==> config.mk <==
export PLATFORM = sky130hd
export DESIGN_NAME = mem_arb
export DESIGN_NICKNAME = d
export VERILOG_FILES = /design/src/rtl/mem_arb_pkg.sv /design/src/rtl/mem_arb_rr.sv /design/src/rtl/mem_arb.sv
export SDC_FILE = /design/constraint.sdc
export NUM_CORES = 1
export LEC_CHECK = 0
export ABC_AREA = 1
export BUFFER_PORTS_ARGS = -buffer_cell sky130_fd_sc_hd__buf_4
export CELL_PAD_IN_SITES_DETAIL_PLACEMENT = 1
export CELL_PAD_IN_SITES_GLOBAL_PLACEMENT = 1
export CORE_MARGIN = 4
export CORE_UTILIZATION = 24
export CTS_BUF_LIST = sky130_fd_sc_hd__clkbuf_4
export DETAILED_ROUTE_END_ITERATION = 8
export GPL_TIMING_DRIVEN = 0
export PLACE_DENSITY = 0.84
export REMOVE_ABC_BUFFERS = 1
export SETUP_SLACK_MARGIN = 0.15
export SYNTH_ARGS = -nofsm -noshare
export SYNTH_HDL_FRONTEND = slang
export SYNTH_HIERARCHICAL = 1
export SYNTH_SLANG_ARGS = --single-unit
export TNS_END_PERCENT = 10
==> constraint.sdc <==
create_clock -name clk -period 1.14 [get_ports clk]
set_clock_uncertainty 0.15 [all_clocks]
set_input_delay 0.228 -clock clk [delete_from_list [all_inputs] [get_ports clk]]
set_output_delay 0.228 -clock clk [all_outputs]
set_load 0.005 [all_outputs]
==> src/rtl/mem_arb_pkg.sv <==
// mem_arb_pkg: shared types and constants for the two-port memory arbiter.
//   state_t : arbiter FSM states (IDLE, ACCESS)
//   PORT_A / PORT_B : grant index values used by mem_arb_rr and mem_arb
package mem_arb_pkg;

  typedef enum logic {
    IDLE   = 1'b0,
    ACCESS = 1'b1
  } state_t;

  localparam logic PORT_A = 1'b0;
  localparam logic PORT_B = 1'b1;

endpackage

==> src/rtl/mem_arb_rr.sv <==
// mem_arb_rr: 2-way round-robin winner picker (purely combinational).
//   req[1:0] : in  - request vector, bit 0 = port A, bit 1 = port B
//   pointer  : in  - port that wins when both request
//   grant    : out - index of the winning port (only meaningful when |req)
module mem_arb_rr
  import mem_arb_pkg::*;
(
  input  logic [1:0] req,
  input  logic       pointer,
  output logic       grant
);

  always_comb begin
    grant = PORT_A;
    if (req[1] && req[0]) begin
      grant = pointer;
    end else if (req[1]) begin
      grant = PORT_B;
    end
  end

endmodule

==> src/rtl/mem_arb.sv <==
// mem_arb: arbitrates two requesters (A, B) onto one memory with a
// registered read port. One access per two cycles: the winner is latched
// in IDLE, issued to memory (ack, optional write) in ACCESS, and read
// data comes back from mem_q in the following cycle with rvalid.
//
// Ports:
//   clk, reset                      : clock, async active-high reset
//   a_/b_req, we, addr, wdata       : in  - requester side
//   a_/b_ack, rvalid, rdata         : out - requester side
//   mem_data, mem_read_addr,
//   mem_write_addr, mem_we          : out - memory command
//   mem_q                           : in  - memory registered read data
//
// Build option: define MEM_ARB_FIXED_PRIO_EN to make A always win ties
// (no priority pointer); otherwise ties are resolved round-robin.
//
// state  | meaning
// IDLE   | pick a winner if anyone requests; mem_we held low
// ACCESS | winner's ack pulses, memory write happens if requested
module mem_arb
  import mem_arb_pkg::*;
#(
  parameter int DATA_WIDTH = 16,
  parameter int ADDR_WIDTH = 6
) (
  input  logic                  clk,
  input  logic                  reset,
  input  logic                  a_req,
  input  logic                  a_we,
  input  logic [ADDR_WIDTH-1:0] a_addr,
  input  logic [DATA_WIDTH-1:0] a_wdata,
  input  logic                  b_req,
  input  logic                  b_we,
  input  logic [ADDR_WIDTH-1:0] b_addr,
  input  logic [DATA_WIDTH-1:0] b_wdata,
  output logic                  a_ack,
  output logic                  b_ack,
  output logic                  a_rvalid,
  output logic                  b_rvalid,
  output logic [DATA_WIDTH-1:0] a_rdata,
  output logic [DATA_WIDTH-1:0] b_rdata,
  output logic [DATA_WIDTH-1:0] mem_data,
  output logic [ADDR_WIDTH-1:0] mem_read_addr,
  output logic [ADDR_WIDTH-1:0] mem_write_addr,
  output logic                  mem_we,
  input  logic [DATA_WIDTH-1:0] mem_q
);

  state_t                state;
  logic [ADDR_WIDTH-1:0] mem_addr;
  logic                  grant;
  logic                  pick_ptr;

`ifdef MEM_ARB_FIXED_PRIO_EN
  assign pick_ptr = PORT_A;
`else
  logic pointer;
  assign pick_ptr = pointer;
`endif

  mem_arb_rr u_rr (
    .req     ({b_req, a_req}),
    .pointer (pick_ptr),
    .grant   (grant)
  );

  // Read and write address always carry the same granted address.
  assign mem_read_addr  = mem_addr;
  assign mem_write_addr = mem_addr;
  assign a_rdata        = mem_q;
  assign b_rdata        = mem_q;

  always_ff @(posedge clk or posedge reset) begin
    if (reset) begin
      state    <= IDLE;
      a_ack    <= 1'b0;
      b_ack    <= 1'b0;
      a_rvalid <= 1'b0;
      b_rvalid <= 1'b0;
      mem_we   <= 1'b0;
      mem_data <= '0;
      mem_addr <= '0;
`ifndef MEM_ARB_FIXED_PRIO_EN
      pointer  <= PORT_A;
`endif
    end else begin
      a_ack    <= 1'b0;
      b_ack    <= 1'b0;
      a_rvalid <= 1'b0;
      b_rvalid <= 1'b0;
      mem_we   <= 1'b0;
      case (state)
        IDLE: begin
          if (a_req || b_req) begin
            // Outputs are registered, so everything seen during ACCESS
            // is loaded here on the IDLE->ACCESS edge.
            a_ack    <= (grant == PORT_A);
            b_ack    <= (grant == PORT_B);
            mem_we   <= (grant == PORT_B) ? b_we    : a_we;
            mem_data <= (grant == PORT_B) ? b_wdata : a_wdata;
            mem_addr <= (grant == PORT_B) ? b_addr  : a_addr;
`ifndef MEM_ARB_FIXED_PRIO_EN
            pointer  <= ~grant;
`endif
            state    <= ACCESS;
          end
        end
        ACCESS: begin
          // ack identifies the owner and mem_we the direction; a read's
          // data appears on mem_q in the next cycle, alongside rvalid.
          a_rvalid <= a_ack && !mem_we;
          b_rvalid <= b_ack && !mem_we;
          state    <= IDLE;
        end
        default: state <= IDLE;
      endcase
    end
  end

endmodule

* Yosys cells after proc, flatten, opt, wreduce, memory -nomap -nowiden
Index checks and enable logic that the tools add are counted.
Widths: inputs -> output; s select.
** Word-level totals
- Register bits after elaboration :: 29
- Input bits :: 66
- Output and inout bits :: 65
- Logic and storage cells :: 32
** Operators by class
- Multiplexer cells :: 15
- Bitwise logic cells :: 2
- Reductions and logical operators :: 6
** Operator list (number)
- $mux 16 :: 1
- $mux 1 :: 12
- $mux 6 :: 1
- $logic_and 1x1->1 :: 3
- $not 1->1 :: 2
- $pmux 1 s2 :: 1
- $reduce_and 2->1 :: 1
- $logic_not 1->1 :: 1
- $logic_or 1x1->1 :: 1

* Longest topological paths before layout
Gate-level depths: netlist of run 1.
- Depth after elaboration :: 5
- Mapped depth :: 9
- Depth with buffers taken out :: 8

* By module
Netlist of run 1, hierarchy kept.
** Modules (own cells, without submodules)
- mem_arb :: times used 1, cells an instance 228, area each 1664.1 um^2, seq. area each 725.7 um^2
- mem_arb_rr :: times used 1, cells an instance 4, area each 16.3 um^2, seq. area each 0.0 um^2

* Worst setup path after synthesis of run 1
No wires, ideal clock.
- Path type :: reg-to-reg
- Start :: reg pointer (netlist: pick_ptr)
- End :: reg mem_addr[5] (netlist: mem_read_addr[5])
- Data arrival time :: 1.012 ns
- Data required time :: 0.925 ns
- Setup slack :: -0.087 ns
- Cell stages (with the launch flop) :: 9
- Buffers on the path :: 1
- Period minus slack after synthesis :: 1.227 ns
- Cells stage by stage :: dfrtp_1 > nand3_1 > nand2_1 > inv_2 > buf_2 > nand2_1 > nand2_1 > nand2_1 > nand2_1
** On the way
- Longest elaborated chain between the ends :: 2
** Ends and longest elaborated chain
- from (decl) :: RTL line mem_arb.sv:57 : logic pointer;
- from (signal assigned) :: RTL line mem_arb.sv:103 : pointer <= ~grant;
- $mux 1 :: RTL line mem_arb_rr.sv:15 : if (req[1] && req[0]) begin
- named net grant :: RTL line mem_arb.sv:51 : logic grant;
- $mux 6 :: RTL line mem_arb.sv:101 : mem_addr <= (grant == PORT_B) ? b_addr : a_addr;
- to (signal assigned) :: RTL line mem_arb.sv:101
- to (decl) :: RTL line mem_arb.sv:50 : logic [ADDR_WIDTH-1:0] mem_addr;
The timed path passes the listed nets, and every way through them passes these cells.
A chain may end at the register's enable or synchronous reset.

* Worst setup path in the final report of run 1
- Start :: reg pointer (netlist: pick_ptr)
- End :: reg pointer (netlist: pick_ptr)
** On the way
- Longest elaborated chain between the ends :: 2
** Ends and longest elaborated chain (RTL line)
- $mux 1 :: mem_arb_rr.sv:15
- named net grant :: mem_arb.sv:51
- $not 1->1 :: mem_arb.sv:103
The timed path passes the listed nets, and every way through them passes these cells.

==> results.toml, run 1 <==
[status]
status = "finished with violations"
failed_checks = "negative hold slack, negative setup slack"

[yosys]
ys_warn_count = 6
synthCells = 232
async_flop_share_pct = 100
avgSynthCellArea_um2 = 7.24
yosysSeqAreaShare_pct = 43.2
synthTopCellsByCount = "nand2_1, buf_4, dfrtp_1"
synth-edff-count = 0
synth_seq_cells = 29
synth_area_leaders = "dfrtp_1, nand2_1, buf_4, inv_1, buf_6"
yosysUniqueCellTypes = 12
yosysMostFrequentCell = "nand2_1"
yosys.area.top_type = "dfrtp_1"
syn_area_um2 = 1680
synth_flop_cell = "dfrtp_1"
synth_top_area_share_pct = 43.2

[global_route]
grt_overflow = 0
antenna_found_initial = 0
grtUsageTotal_pct = 14.2
grt_max_degree = 30
grt_pass1_wl_mm = 9.07
grt_pass1_vias = 1674

[setup_path]
max_stage_delay_ns = 0.40
worstPathRequired_ns = 1.22
critPathSlowestCell = "dfrtp_1"
cp.arrival_ns = 1.47
crit_chain = "nand3_4 > nand2_8 > inv_6 > buf_4 > nand3_2 > nand2_1"
cp-end-kind = "flop"
crit_fanout = 6
start_kind = "flop"
crit_type = "reg -> reg"

[pwr]
pwr-share-seq_pct = 37.6
p_sw_w = 0.00113
clock_power_share_pct = 29.3
leakage_nw = 1.37
power_frac_comb_pct = 33.2
power_density_nw_per_um2 = 1490
vdd_drop_max_mv = 0.490
p_sw_share_pct = 30.9
internal_power_w = 0.00252

[sta]
finalCritPeriodShare_pct = 121
worst_slack_ns = -0.241
tns_ns = -8.67
rsz0062_at_grt = "true"
finalMaxSlewViolations = 0
fin_crit_ns = 1.38
setup_viol = 59
finalHoldViolations = 29
fin_hold_ws_ns = -0.170
maxSlewHeadroom_pct = 55.4
max_slew.worst_pin.slew_ns = 0.667
fmax_ghz = 0.724

[run]
maxCapViolations = 0

[layout]
area_delta_synth_final_pct = 45.6
antennaDiodeCount = 0
layout-drive-gt1-share_pct = 39.4
nets = 352
final_util_pct = 36.0

[clock_tree]
clk_latency_ns = 0.33
numCtsBuffers = 5
cts_max_level = 2
clk_pin_slew_worst_paths_ns = 0.11
cts.sinks = 29
cts_tree = "built"
cts_buffer_depth = 2
cts_root_buf = "clkbuf_4"

[min_path]
min_path_type = "in -> async"

[floorplan]
die_y_um = 91.7
die_area_um2 = 8400
io_pins = 131
initial_utilization_pct = 24.7
row_count = 30
core_um2 = 6790
die_x_um = 91.7

[routing]
vias = 1647
drc = 0
antenna_left = 0
drt_iter0_drc = 28
routed_wirelength_mm = 6.83
wire_per_inst_um = 17.8
drtPass1Iterations = 4
via_per_inst = 4.30

[placement]
portBuffers = 82
place.gp.congestion = 0.658
place_hpwl_mm = 3.88
[stage by stage]
stage	setup slack [ns]	total power (W)	cell area [um2]	cells
6_report	-0.241	0.00365	2450	383
2_1_floorplan	-0.434	0.00171	1340	186
4_1_cts	-0.227	0.00363	2360	375
3_3_place_gp	-1.01	0.00229	2070	364
3_5_place_dp	-1.10	0.00234	2070	364
5_1_grt	-0.302	0.00388	2450	383
[timing repair]
action,CTS,global route
hold endpoints to repair,29,29
pin swaps,5,7
resized for setup,37,7
setup buffers,0,3
gates cloned,3,5
endpoints found under the setup margin,89,62
[per-layer routing]
layer / vias to the layer above / GRT usage (%) / wire length [um]
met5: - / 3.85 / 21
met4: 2 / 3.77 / 89
met3: 10 / 6.81 / 628
met2: 89 / 23.1 / 3250
met1: 780 / 16.5 / 2840
li1: 766 / - / -
[cell type report]
class,count,area (um2)
clock inverters,3,65.1
well taps,96,120
multi-input cells,154,694
flip-flops and latches,29,726
repair inverters,3,36.3
clock buffers,5,37.5
inverters,8,50.0
repair buffers,85,717
fillers,814,4350
[worst paths after layout]
kind                        startpoint            to  slack (ns)  cells past startpoint
max                           pick_ptr      pick_ptr       -0.24                      6
min                              reset  mem_data[11]       -0.17                      2
max reg2reg                   pick_ptr      pick_ptr       -0.24                      6
min reg2reg                mem_data[0]   mem_data[0]        0.36                      2
max in group asynchronous        reset   mem_data[2]        0.62                      2
min in group clk           a_wdata[14]  mem_data[14]        0.03                      5
[worst max-delay path: cells and delay by family, from the launching register on]
kind          cells  cell delay (ns)
buf+inv           2             0.22
flops             1             0.40
simple gates      4             0.51
[state kept, by name (all words and copies together), names as in the netlist]
signal         flops
mem_data          16
mem_read_addr      6
a_ack              1
a_rvalid           1
b_ack              1
b_rvalid           1
mem_we             1
pick_ptr           1
state              1
[placed cells by master, fill, tap and decap left out]
| master | n |
|---|---|
| nor3b_1 | 2 |
| inv_8 | 1 |
| inv_16 | 1 |
| inv_1 | 5 |
| buf_6 | 21 |
| bufinv_16 | 2 |
| nor2_1 | 2 |
| buf_4 | 64 |
| nor2_4 | 2 |
| nand2_8 | 1 |
| clkinv_2 | 1 |
| inv_2 | 1 |
| inv_6 | 1 |
| o21ai_4 | 2 |
| nand3_4 | 1 |
| clkbuf_4 | 5 |
| nand2_4 | 3 |
| nand3_2 | 1 |
| nand2_1 | 136 |
| clkinvlp_4 | 1 |
| nand2_2 | 4 |
| dfrtp_1 | 29 |
| inv_12 | 1 |
[cells by family (layout without fill, tap and decap cells)]
kind of cell / Yosys count / in the layout / share of synthesized area [%]
flops: 29 / 29 / 43.2
simple gates: 148 / 152 / 34.1
buf+inv: 54 / 104 / 22.2
compound gates: 1 / 2 / 0.521
[power by group through the flow]
stage | Combinational (W) | Sequential (W) | Clock [W]
after floorplan | 0.000341 | 0.00137 | 0
after global placement | 0.000944 | 0.00135 | 0
after detailed placement | 0.000984 | 0.00135 | 0
after CTS | 0.00115 | 0.00137 | 0.00111
after global routing | 0.00133 | 0.00140 | 0.00115
final | 0.00121 | 0.00137 | 0.00107
Power figures use the tool's default switching activity.
==> inputs of run 2 (changes only) <==
--- a/config.mk
+++ b/config.mk
@@ -17,6 +17,7 @@
 export PLACE_DENSITY = 0.84
 export REMOVE_ABC_BUFFERS = 1
 export SETUP_SLACK_MARGIN = 0.15
+export SKIP_LAST_GASP = 1
 export SYNTH_ARGS = -nofsm -noshare
 export SYNTH_HDL_FRONTEND = slang
 export SYNTH_HIERARCHICAL = 1
==> run 2 against run 1 <==
  * The run still ends with negative hold slack, negative setup slack left
  * Critical path type unchanged
  * Register-to-register slack about the same
  * Setup slack about the same
  * Power decreased by 2.7%
  * Worst hold slack got worse by 0.0025 ns
  * Maximum frequency about the same
  * Cell count unchanged
  * Utilization decreased by 0.85 points
  * First-iteration DRC count decreased by 14%
  * Sequential share of layout area increased by 0.71 points
  * Critical path depth increased by 1
  * Die area unchanged
  * Via count decreased by 0.36%
==> results.toml, run 2 (same netlist as run 1, synthesis figures left out) <==
[status]
status = "finished with violations"
failed_checks = "negative hold slack, negative setup slack"

[pwr]
leakage_nw = 1.37
report.power.total_w = 0.00355
vdd_drop_max_mv = 0.488
power_density_nw_per_um2 = 1490

[clock_tree]
cts_tree = "built"
ctsHoldBuffers = 0
clk_pin_slew_worst_paths_ns = 0.11
cts_max_level = 2
cts_root_buf = "clkbuf_4"
clk_latency_ns = 0.33
numCtsBuffers = 5
cts_buffer_depth = 2
cts.sinks = 29

[sta]
max_slew.worst_pin.slew_ns = 0.656
finalMaxSlewViolations = 0
fin_crit_ns = 1.38
fmax_ghz = 0.724
fin_hold_ws_ns = -0.172
rsz0062_at_grt = "true"
setup_viol = 59
worst_slack_ns = -0.242
finalCritPeriodShare_pct = 121
maxSlewHeadroom_pct = 56.2
finalHoldViolations = 13

[layout]
most-common-layout-cells = "nand2_1, buf_4, dfrtp_1"
final_common_cell = "nand2_1"
area_delta_synth_final_pct = 42.1
regArea_um2 = 726
top_register = "mem_data"
antennaDiodeCount = 0
multi_input_area_um2 = 687
fillCellCount = 826
final_util_pct = 35.2
final-instance-count-excl-fill = 383
final_cell_area_um2 = 2390
nets = 352
largest_reg_flops = 16
layout-drive-gt1-share_pct = 38.3

[setup_path]
regToRegStartpoint = "pick_ptr"
critPathSlowestCell = "dfrtp_1"
cp_num_buf_inv = 1
reg2reg_to = "mem_data[3]"
rrSetupSlack_ns = -0.24
cp-end-kind = "flop"
max_stage_delay_ns = 0.41
cp.arrival_ns = 1.45
crit_fanout = 6
worstPathRequired_ns = 1.21
start_kind = "flop"
crit_chain = "nand3_4 > nand2_8 > inv_8 > nand2_1 > nand2_1 > nand2_1 > nand2_1"
crit_type = "reg -> reg"
path_common_cell = "nand2_1"
reg2reg_depth = 7
cp_top_family = "simple AND/OR/NAND/NOR gates"

[placement]
place_inst = 364
place_hpwl_mm = 3.88
dpl_cell_area_um2 = 2070
place.gp.congestion = 0.658
portBuffers = 82

[routing]
antenna_left = 0
via_per_inst = 4.28
vias = 1641
drc = 0
drtPass1Iterations = 4
wire_per_inst_um = 17.6
drt_iter0_drc = 24
routed_wirelength_mm = 6.73

[global_route]
grtUsageTotal_pct = 13.9
grt_pass1_wl_mm = 8.85
grt_pass1_vias = 1642
antenna_found_initial = 0
grt_max_degree = 30
grt_overflow = 0

[floorplan]
die_area_um2 = 8400
row_count = 30
initial_utilization_pct = 24.7
core_um2 = 6790
io_pins = 131
die_x_um = 91.7
die_y_um = 91.7

[min_path]
min_path_type = "in -> async"

[run]
maxCapViolations = 0
-- run 2: worst register-to-register path, cell delays in order, from the launching register on --
cell and delay [ns]:
dfrtp_1 0.41, nand3_4 0.18, nand2_8 0.22, inv_8 0.09, nand2_1 0.07, nand2_1 0.05, nand2_1 0.06, nand2_1 0.05
-- run 2: worst max-delay path by stage --
stage / startpoint / endpoint / depth (start not counted)
3_3_place_gp: a_req / mem_data[1] / 9
2_1_floorplan: pick_ptr / mem_data[0] / 7
4_1_cts: pick_ptr / mem_read_addr[2] / 7
6_report: pick_ptr / mem_data[3] / 7
3_5_place_dp: b_req / mem_we / 8
5_1_grt: pick_ptr / mem_read_addr[5] / 7
-- run 2: through the flow --
stage / worst slack, ns / setup TNS [ns]
after detailed placement: -1.10 / -38.83
after CTS: -0.231 / -9.64
after global routing: -0.317 / -12.54
after floorplan: -0.434 / -11.08
final: -0.242 / -8.88
after global placement: -1.01 / -35.09
-- run 2: layout make-up --
class                   count  share of cell area [%]
clock inverters             3                    2.72
multi-input cells         154                    28.8
repair buffers             85                    28.1
inverters                   8                    1.94
clock buffers               5                    1.57
well taps                  96                    5.03
flip-flops and latches     29                    30.4
repair inverters            3                    1.52
-- run 2: where the power goes --
group	internal [W]	leakage, nW	switching (W)
combinational	0.000557	0.950	0.000580
clock	0.000679	0.0552	0.000392
sequential	0.00122	0.363	0.000128
total	0.00245	1.37	0.00110
-- run 2: repair_timing --
| action | 4_1_cts | 5_1_grt |
|---|---|---|
| cloned | 3 | 5 |
| gates resized for setup | 13 | 7 |
| buffers inserted | 0 | 2 |
| hold endpoints to repair | 0 | 13 |
| endpoints found under the setup margin | 89 | 61 |
| pin swaps | 2 | 4 |
-- run 2: layer usage --
| layer | GRT usage [%] | up-vias | wire length [um] |
|---|---|---|---|
| met5 | 3.85 | - | 21 |
| met4 | 3.77 | 2 | 67 |
| met3 | 6.89 | 7 | 635 |
| met2 | 22.2 | 88 | 3150 |
| met1 | 16.2 | 774 | 2850 |
| li1 | - | 770 | - |
